==> config.mk <==
export PLATFORM = sky130hd
export DESIGN_NAME = mdu_sched
export DESIGN_NICKNAME = d
export VERILOG_FILES = /design/src/rtl/mdu_sched_pkg.sv /design/src/rtl/mdu_div_cache.sv /design/src/rtl/mdu_sched.sv
export SDC_FILE = /design/constraint.sdc
export NUM_CORES = 1
export LEC_CHECK = 0
export ABC_AREA = 0
export BUFFER_PORTS_ARGS = -buffer_cell sky130_fd_sc_hd__buf_4
export CELL_PAD_IN_SITES_DETAIL_PLACEMENT = 0
export CELL_PAD_IN_SITES_GLOBAL_PLACEMENT = 2
export CORE_MARGIN = 1
export CORE_UTILIZATION = 37
export CTS_BUF_LIST = sky130_fd_sc_hd__clkbuf_4 sky130_fd_sc_hd__clkbuf_8
export DETAILED_ROUTE_END_ITERATION = 10
export PLACE_DENSITY_LB_ADDON = 0.1
export SETUP_SLACK_MARGIN = 0.4
export SLEW_MARGIN = 20
export SYNTH_ARGS = -nofsm -noshare
export SYNTH_HDL_FRONTEND = slang
export SYNTH_SLANG_ARGS = --single-unit
==> constraint.sdc <==
create_clock -name clk -period 10.4 [get_ports clk]
set_input_delay 1.04 -clock clk [delete_from_list [all_inputs] [get_ports clk]]
set_output_delay 1.04 -clock clk [all_outputs]
set_load 0.01 [all_outputs]
==> src/rtl/mdu_sched_pkg.sv <==
// Shared types and constants for the M-extension scheduler: FSM state
// encoding and the funct3 values/bit positions the scheduler cares about.
package mdu_sched_pkg;

    typedef enum logic [1:0] {
        MDU_ST_IDLE     = 2'd0,
        MDU_ST_MUL_BUSY = 2'd1,
        MDU_ST_DIV_BUSY = 2'd2,
        MDU_ST_HOLD     = 2'd3
    } mdu_state_e;

    // funct3 encodings of the M-extension ops driven by the bench and decoder
    localparam logic [2:0] F3_MUL  = 3'b000;
    localparam logic [2:0] F3_DIV  = 3'b100;
    localparam logic [2:0] F3_DIVU = 3'b101;
    localparam logic [2:0] F3_REM  = 3'b110;
    localparam logic [2:0] F3_REMU = 3'b111;

    // funct3[0] distinguishes signed/unsigned division, funct3[1] quotient/remainder
    localparam int F3_SIGN_BIT = 0;
    localparam int F3_REM_BIT  = 1;

endpackage

==> src/rtl/mdu_div_cache.sv <==
// Remembers the operands, signedness and quotient/remainder of the last
// completed division so a DIV/REM pair on equal operands costs one division.
module mdu_div_cache
    import mdu_sched_pkg::*;
#(
    parameter int XLEN = 32
) (
    input  logic            clk,
    input  logic            rst,
    input  logic            load,
    input  logic            inval,
    input  logic [XLEN-1:0] load_op1,
    input  logic [XLEN-1:0] load_op2,
    input  logic            load_sign,
    input  logic [XLEN-1:0] load_quot,
    input  logic [XLEN-1:0] load_rem,
    input  logic [XLEN-1:0] query_op1,
    input  logic [XLEN-1:0] query_op2,
    input  logic            query_sign,
    input  logic            query_rem,
    output logic            hit,
    output logic [XLEN-1:0] word
);

    logic            vld;
    logic [XLEN-1:0] op1_q;
    logic [XLEN-1:0] op2_q;
    logic            sign_q;
    logic [XLEN-1:0] quot_q;
    logic [XLEN-1:0] rem_q;

    // Capture a finished division; an invalidate always takes precedence
    always_ff @(posedge clk or posedge rst) begin
        if (rst) begin
            vld    <= 1'b0;
            op1_q  <= '0;
            op2_q  <= '0;
            sign_q <= 1'b0;
            quot_q <= '0;
            rem_q  <= '0;
        end else if (inval) begin
            vld <= 1'b0;
        end else if (load) begin
            vld    <= 1'b1;
            op1_q  <= load_op1;
            op2_q  <= load_op2;
            sign_q <= load_sign;
            quot_q <= load_quot;
            rem_q  <= load_rem;
        end
    end

    // A hit needs identical operands and identical signedness; quotient vs remainder is free
    always_comb begin
        hit  = vld && (op1_q == query_op1) && (op2_q == query_op2) && (sign_q == query_sign);
        word = query_rem ? rem_q : quot_q;
    end

endmodule

==> src/rtl/mdu_sched.sv <==
// EX-stage sequencer for the iterative multiply and divide units: latches
// operands, pulses start, stalls the pipe until a result exists, holds the
// result under MEM back-pressure and aborts stuck units with a watchdog.
module mdu_sched
    import mdu_sched_pkg::*;
#(
    parameter int XLEN    = 32,
    parameter int TIMEOUT = 64,
    parameter int CNT_W   = 7
) (
    input  logic            clk,
    input  logic            rst,
    input  logic            pipe_flush,
    input  logic            ex_valid,
    input  logic            ex_is_mul,
    input  logic            ex_is_div,
    input  logic [2:0]      ex_funct3,
    input  logic [XLEN-1:0] ex_rs1,
    input  logic [XLEN-1:0] ex_rs2,
    input  logic            mem_stall,
    output logic            mul_start,
    output logic            div_start,
    output logic            mdu_kill,
    output logic [XLEN-1:0] mdu_op1,
    output logic [XLEN-1:0] mdu_op2,
    output logic [2:0]      mdu_funct3,
    input  logic            mul_done,
    input  logic [XLEN-1:0] mul_res,
    input  logic            div_done,
    input  logic [XLEN-1:0] div_quot,
    input  logic [XLEN-1:0] div_rem,
    output logic            mdu_stall,
    output logic [XLEN-1:0] mdu_res,
    output logic            mdu_res_vld,
    output logic            mdu_timeout
);

    localparam logic [CNT_W-1:0] TIMEOUT_CNT = CNT_W'(TIMEOUT);

    mdu_state_e      state;
    logic [CNT_W-1:0] cnt;
    logic [CNT_W-1:0] cnt_inc;
    logic [XLEN-1:0] res_q;
    logic            req;
    logic            cache_hit;
    logic [XLEN-1:0] cache_word;
    logic            cache_load;
    logic            cache_inval;

    // Request decode, pipeline stall and cache control; a flush suppresses any cache load
    always_comb begin
        req         = ex_valid && (ex_is_mul || ex_is_div) && !pipe_flush;
        mdu_stall   = req && !((state == MDU_ST_HOLD) && !mem_stall);
        cnt_inc     = cnt + CNT_W'(1);
        cache_load  = (state == MDU_ST_DIV_BUSY) && div_done && !pipe_flush;
        cache_inval = (state == MDU_ST_DIV_BUSY) && pipe_flush;
        mdu_res_vld = (state == MDU_ST_HOLD);
        mdu_res     = (state == MDU_ST_HOLD) ? res_q : '0;
    end

    mdu_div_cache #(
        .XLEN(XLEN)
    ) u_cache (
        .clk        (clk),
        .rst        (rst),
        .load       (cache_load),
        .inval      (cache_inval),
        .load_op1   (mdu_op1),
        .load_op2   (mdu_op2),
        .load_sign  (mdu_funct3[F3_SIGN_BIT]),
        .load_quot  (div_quot),
        .load_rem   (div_rem),
        .query_op1  (ex_rs1),
        .query_op2  (ex_rs2),
        .query_sign (ex_funct3[F3_SIGN_BIT]),
        .query_rem  (ex_funct3[F3_REM_BIT]),
        .hit        (cache_hit),
        .word       (cache_word)
    );

    // Scheduler FSM with watchdog; start/kill are one-cycle registered pulses
    always_ff @(posedge clk or posedge rst) begin
        if (rst) begin
            state       <= MDU_ST_IDLE;
            cnt         <= '0;
            res_q       <= '0;
            mul_start   <= 1'b0;
            div_start   <= 1'b0;
            mdu_kill    <= 1'b0;
            mdu_op1     <= '0;
            mdu_op2     <= '0;
            mdu_funct3  <= '0;
            mdu_timeout <= 1'b0;
        end else begin
            mul_start <= 1'b0;
            div_start <= 1'b0;
            mdu_kill  <= 1'b0;
            if (pipe_flush) begin
                if ((state == MDU_ST_MUL_BUSY) || (state == MDU_ST_DIV_BUSY)) begin
                    mdu_kill <= 1'b1;
                end
                res_q <= '0;
                state <= MDU_ST_IDLE;
            end else begin
                case (state)
                    MDU_ST_IDLE: begin
                        if (req) begin
                            if (ex_is_mul) begin
                                mdu_op1    <= ex_rs1;
                                mdu_op2    <= ex_rs2;
                                mdu_funct3 <= ex_funct3;
                                mul_start  <= 1'b1;
                                cnt        <= '0;
                                state      <= MDU_ST_MUL_BUSY;
                            end else if (cache_hit) begin
                                res_q <= cache_word;
                                state <= MDU_ST_HOLD;
                            end else begin
                                mdu_op1    <= ex_rs1;
                                mdu_op2    <= ex_rs2;
                                mdu_funct3 <= ex_funct3;
                                div_start  <= 1'b1;
                                cnt        <= '0;
                                state      <= MDU_ST_DIV_BUSY;
                            end
                        end
                    end
                    MDU_ST_MUL_BUSY, MDU_ST_DIV_BUSY: begin
                        if ((state == MDU_ST_MUL_BUSY) && mul_done) begin
                            res_q <= mul_res;
                            state <= MDU_ST_HOLD;
                        end else if ((state == MDU_ST_DIV_BUSY) && div_done) begin
                            res_q <= mdu_funct3[F3_REM_BIT] ? div_rem : div_quot;
                            state <= MDU_ST_HOLD;
                        end else if (cnt_inc == TIMEOUT_CNT) begin
                            mdu_kill    <= 1'b1;
                            mdu_timeout <= 1'b1;
                            res_q       <= '0;
                            state       <= MDU_ST_HOLD;
                        end else begin
                            cnt <= cnt_inc;
                        end
                    end
                    MDU_ST_HOLD: begin
                        if (!mem_stall) begin
                            res_q <= '0;
                            state <= MDU_ST_IDLE;
                        end
                    end
                    default: state <= MDU_ST_IDLE;
                endcase
            end
        end
    end

endmodule
==> results of run 1 <==
==> through the flow <==
step	cells	hold WS [ns]
after floorplan	943	0.4706
after global placement	1570	0.4687
after detailed placement	1570	0.4651
after CTS	1647	0.4790
after global routing	1648	0.4859
final	1648	0.4774
==> cells in the mapped netlist, types with 3 or more instances <==
master     instances  area, µm²
a211o_1            3      26.28
mux2_2           230       2590
inv_1             13      48.80
clkbuf_1          44      165.2
nand2b_1          12      75.07
dfrtp_1          242       6056
nor3_1             6      30.03
nand2_1           48      180.2
and2_1            34      212.7
a22oi_1           34      255.2
nor2_1            40      150.1
xor2_1             4      35.03
nand4_1           12      75.07
a2111o_1           4      45.04
buf_2              8      40.04
mux2_1            30      337.8
buf_6              4      45.04
mux2i_1           34      340.3
nor2b_1           10      62.56
o21ai_0           39      195.2
ha_1               6      75.07
a21oi_1            4      20.02
o2111ai_1          3      26.28
xnor2_1           45      394.1
nand3_1            7      35.03
nor4_1             4      25.02
==> flip-flops by register name (all words and copies together), names as in the netlist <==
register / cells
u_cache.rem_q: 32
u_cache.quot_q: 32
mdu_op1: 32
mdu_timeout: 1
cnt: 7
mdu_funct3: 3
mul_start: 1
state: 2
u_cache.op1_q: 32
res_q: 32
u_cache.vld: 1
u_cache.op2_q: 32
u_cache.sign_q: 1
mdu_kill: 1
div_start: 1
mdu_op2: 32
==> report_power, final <==
| part | switching (mW) | internal [mW] | total (mW) |
|---|---|---|---|
| clock | 0.398 | 0.532 | 0.930 |
| sequential | 0.295 | 1.40 | 1.70 |
| combinational | 0.667 | 0.864 | 1.53 |
| total | 1.36 | 2.80 | 4.16 |
==> worst min-delay path by stage <==
stage,start,to,cells past startpoint
final,mdu_timeout$_DFFE_PP0P_,mdu_timeout$_DFFE_PP0P_,1
after global routing,mdu_timeout$_DFFE_PP0P_,mdu_timeout$_DFFE_PP0P_,1
after CTS,mdu_timeout$_DFFE_PP0P_,mdu_timeout$_DFFE_PP0P_,1
after detailed placement,mdu_timeout$_DFFE_PP0P_,mdu_timeout$_DFFE_PP0P_,1
after global placement,mdu_timeout$_DFFE_PP0P_,mdu_timeout$_DFFE_PP0P_,1
after floorplan,res_q[0]$_DFFE_PP0P_,res_q[0]$_DFFE_PP0P_,1
==> worst max-delay path, delay by kind of cell <==
kind	cells	cell delay, ns
XOR/XNOR	1	0.27
multiplexers	1	0.42
buffers and inverters	1	0.12
AND/OR/NAND/NOR	5	2.18
==> area by class of cell <==
cell class / count / area (µm²) / share of cell area
inverter: 13 / 56.30 / 0.003729
clock inverter: 4 / 32.53 / 0.002154
clock buffer: 73 / 879.6 / 0.05825
tap: 396 / 495.5 / 0.03281
timing repair buffer: 289 / 2193 / 0.1452
multi-input combinational: 631 / 5386 / 0.3567
sequential: 242 / 6057 / 0.4011
==> layer usage <==
layer | track usage | vias to the layer above
li1 | - | 3902
met1 | 0.2529 | 4014
met2 | 0.3065 | 207
met3 | 0.05105 | 41
met4 | 0.05345 | 0
met5 | 0 | -
==> cells in the final DEF, fill, tap and decap left out, types with 12 or more instances in the layout <==
master | netlist | final
buf_4 | 1 | 287
a22oi_1 | 34 | 34
and2_1 | 34 | 34
mux2i_1 | 34 | 34
inv_1 | 13 | 12
nand4_1 | 12 | 12
nand2b_1 | 12 | 12
mux2_2 | 230 | 230
o21ai_0 | 39 | 39
nor2_1 | 40 | 39
dfrtp_1 | 242 | 241
nand2_1 | 48 | 48
xnor2_1 | 45 | 45
clkbuf_4 | 0 | 20
clkbuf_8 | 0 | 53
mux2_1 | 30 | 30
==> cell families (layout without fill, tap and decap cells) <==
kind of cell	after synthesis	after routing	share of synthesized area
AOI/OAI and AO/OA	99	99	0.05657
adders and majority gates	6	6	0.006404
xor gates and xnor gates	49	49	0.03661
buffers and inverters	70	379	0.02615
DFF	242	242	0.5166
muxes	294	294	0.2788
and+or+nand+nor	183	183	0.07888
==> flow_summary.ini, run 1 <==
[cts]
cts-root-buf = clkbuf_8
cts_tree = built
cts_resized = 0
cts_hold_buf = 0
postCtsSetupBuffers = 0
h-tree-depth = 2
clk_latency_ns = 0.57
cts_buffers = 44
clockBufferDepth = 3
cts.clk_slew.worst_paths_ns = 0.06
cts_sinks = 242

[pwr]
powerDensity_mw_per_mm2 = 275.4
peakVddDrop_uv = 136.4
total_power_mw = 4.158
leakage_nw = 7.034

[routing]
vias = 8164
wl_met1_um = 13870
wl_met3_um = 1946
drtIter0Drc = 246
drt_wl_total_um = 30890
wl_per_cell_um = 18.75
top_layer_used = met4
drt_drc_violations_left = 0
viasPerCell = 4.954
drt.antenna.violating_nets = 0
wl_met2_um = 14490
firstDrtPassIters = 4

[sta]
rsz0062_at_grt = false
fin_crit_ns = 3.695
slew_violations = 0
hold_viol = 0
fin_skew_ns = 0.03468
setup_slack_ns = 6.705
fin_setup_tns_ns = 0
worst_slew_pin_slew_ns = 1.073
setup_violations = 0
max_slew_margin = 0.2828
min_period_over_period = 0.3552
clock.fmax_mhz = 270.7

[logic_synthesis]
postSynthCellCount = 943
synth-async-reset-ratio = 1.000
avgSynthCellArea_um2 = 12.43
yosysWarnings = 0
yosysUniqueCellTypes = 45
synth_edf_count = 0
synth-seq-cells = 242
synth_nets = 1121
syn_area_mm2 = 0.01172
synthFlopType = dfrtp_1
ys_seq_area_frac = 0.5166

[cells_and_area]
final_nets = 1399
final_area_mm2 = 0.01510
insertedDiodeCount = 0
drive_gt1_frac = 0.4832
fill_cells = 2892
fin_util = 0.4885
syn2layout_area_growth_pct = 28.82

[die]
rows = 64
coreArea_mm2 = 0.03091
dieWidth_um = 180.0
die_y_um = 180.0
dieArea_mm2 = 0.03240
start_util = 0.3793
ios = 277

[worst_setup_path]
end_kind = flop
worst-r2r-cell-count = 7
path_cells = buf_4 -> xnor2_1 -> nand4_1 -> nor4_1 -> nand2_1 -> nor3_2 -> or3_4 -> mux2_2
crit_required_ns = 10.85
worstPathArrival_ns = 4.14
critPathMaxStageDelay_ns = 0.81
crit_slowest_cell = nor4_1
reg2reg_from = u_cache.op2_q[25]$_DFFE_PP0P_
reg2reg_setup_slack_ns = 6.88
crit_fanout = 67
crit_type = in -> reg
startpoint_type = input pin
endpoint = mdu_op1[16]$_DFFE_PP0P_
r2r_end = mdu_op1[16]$_DFFE_PP0P_
critPathLaunch = ex_rs2[25]

[placement]
hpwl_um = 20180
gpl.final_weighted_congestion = 0.7454
postPlaceCellArea_mm2 = 0.01416
port_buffers = 276
pre_cts_ws_ns = 6.175

[global_routing]
grt_usage = 0.1908
grt_pass1_wl_um = 48340
antenna_found_initial = 0
grt.overflow.total = 0
grt_max_degree = 111
grt_pass1_vias = 8518

[outcome]
status = complete, no violations

[job]
cap_violations = 0

[worst_hold_path]
hp-class = reg -> reg
No activity file was read; power rests on OpenSTA's default activity.
==> run 2, diff against run 1 <==
clock period = 3.8 ns   (was 10.4 ns; I/O delays follow)
==> run 2 against run 1 <==
- sequential cell count unchanged
- non-clock buffer count up 11
- worst hold slack worse by 0.43 ns
- sequential share of layout area down 0.35 points
- power rose to 2.8 times the previous value
- critical endpoint is now mdu_op2[6]$_DFFE_PP0P_
- largest power group unchanged
==> flow_summary.ini, run 2 (synthesis gave the netlist of run 1 again) <==
[cells_and_area]
syn2layout_area_growth_pct = 29.96
final_area_mm2 = 0.01523
final_cell_mix = 292 x buf_4, 241 x dfrtp_1, 230 x mux2_2
instances_no_fill = 1658
final_common_cell = buf_4
fin_util = 0.4929
final_nets = 1410
drive_gt1_frac = 0.4837

[routing]
drt_wl_total_um = 31160
top_layer_used = met5
drt_drc_violations_left = 0
wl_met2_um = 14460
wl_met3_um = 1846
wl_per_cell_um = 18.80
drtIter0Drc = 183
drt.antenna.violating_nets = 0
wl_met1_um = 14310
viasPerCell = 4.933
vias = 8179
firstDrtPassIters = 4

[die]
die_y_um = 180.0
rows = 64
dieArea_mm2 = 0.03240
dieWidth_um = 180.0
start_util = 0.3793
coreArea_mm2 = 0.03091
ios = 277

[sta]
fin_crit_ns = 3.049
min_period_over_period = 0.8024
slew_violations = 0
worst_slew_pin_slew_ns = 0.6795
rsz0062_at_grt = false
fin_skew_ns = 0.02544
max_slew_margin = 0.5470
hold_viol = 0
setup_slack_ns = 0.7507
fin_setup_tns_ns = 0
setup_violations = 0
clock.fmax_mhz = 327.9

[worst_setup_path]
critPathMaxStageDelay_ns = 0.53
path_cells = xnor2_1 -> nand4_1 -> nor4_1 -> buf_4 -> nand2_1 -> nor3_2 -> or3_4 -> buf_12 -> mux2_2
crit_slowest_cell = nor4_1
cp_top_family = simple AND/OR/NAND/NOR gates
r2r_end = mdu_op2[6]$_DFFE_PP0P_
reg2reg_setup_slack_ns = 0.75
end_kind = flop
worst-r2r-cell-count = 9
reg2reg_from = u_cache.op2_q[25]$_DFFE_PP0P_
crit_fanout = 36
worstPathArrival_ns = 3.48
crit_type = reg -> reg
startpoint_type = flop
crit_required_ns = 4.23
crit_buf_inv = 2

[cts]
h-tree-depth = 2
cts_sinks = 242
clockBufferDepth = 3
cts_buffers = 44
cts-root-buf = clkbuf_8
clk_latency_ns = 0.57
cts_tree = built
cts.clk_slew.worst_paths_ns = 0.06

[global_routing]
grt_pass1_wl_um = 49300
grt_max_degree = 92
grt.overflow.total = 0
grt_pass1_vias = 8639
grt_usage = 0.1936
antenna_found_initial = 2

[placement]
postPlaceCellArea_mm2 = 0.01426
hpwl_um = 21210
pre_cts_ws_ns = 0.6872
gpl.final_weighted_congestion = 0.7367
port_buffers = 276
dp_cells = 1578

[worst_hold_path]
worstHoldStart = ex_funct3[2]
min_path_cells = 2
holdPathEnd = mdu_funct3[2]$_DFFE_PP0P_
hp-class = in -> reg

[outcome]
status = complete, no violations

[job]
cap_violations = 0

[pwr]
peakVddDrop_uv = 397.2
powerDensity_mw_per_mm2 = 751.0
leakage_nw = 7.099
[run 2: changes by cell type in the layout (fill, tap and decap cells not counted)]
cell / delta
buf_12: +4
buf_16: -1
buf_4: +5
buf_6: -1
bufinv_16: +1
clkbuf_4: -4
clkinv_2: +1
clkinv_8: +1
diode_2: +1
dlygate4sd3_1: +4
inv_6: -1
[run 2: power breakdown]
part | leakage (nW) | switching (mW) | internal, mW | total [mW]
clock | 0.496 | 1.09 | 1.49 | 2.59
combinational | 3.63 | 1.81 | 2.38 | 4.19
sequential | 2.97 | 0.828 | 3.84 | 4.66
[run 2: how the worst max path moves through the flow]
stage,slack (ns),cells after the start,endpoint,startpoint
detailed placement,0.69,10,mdu_op2[9]$_DFFE_PP0P_,ex_rs2[25]
global route,0.50,9,mdu_op2[5]$_DFFE_PP0P_,u_cache.op2_q[25]$_DFFE_PP0P_
finish,0.75,9,mdu_op2[6]$_DFFE_PP0P_,u_cache.op2_q[25]$_DFFE_PP0P_
floorplan,0.24,1,cnt[0]$_DFFE_PP0P_,rst
CTS,0.74,9,mdu_op1[8]$_DFFE_PP0P_,u_cache.op2_q[25]$_DFFE_PP0P_
global placement,0.71,10,mdu_op1[13]$_DFFE_PP0P_,ex_rs2[25]
[run 2: cell type report]
cell class | count | area (µm²)
multi-input cells | 631 | 5386
flip-flops and latches | 242 | 6057
clock buffers | 69 | 849.6
well taps | 396 | 495.5
diodes | 1 | 2.502
fillers | 2905 | 15680
repair buffers | 300 | 2312
inverters | 13 | 52.55
clock inverters | 6 | 78.83
[run 2: layer usage]
| metal | global-route usage | vias to the layer above |
|---|---|---|
| met5 | 0 | - |
| met3 | 0.04882 | 48 |
| met1 | 0.2611 | 4022 |
| li1 | - | 3917 |
| met2 | 0.3089 | 188 |
| met4 | 0.05103 | 4 |
[run 2: metrics by stage]
step / hold WS [ns] / total power, mW
3_5_place_dp: 0.4091 / 8.965
2_1_floorplan: 0.4706 / 7.296
6_report: 0.04561 / 11.44
5_1_grt: 0.007742 / 12.22
4_1_cts: 0.0002687 / 11.64
3_3_place_gp: 0.4024 / 8.855
[run 2: timing repair]
action,4_1_cts,5_1_grt
gates resized for setup,0,0
setup buffers,0,0
hold endpoints to repair,16,0
hold buffers,4,0
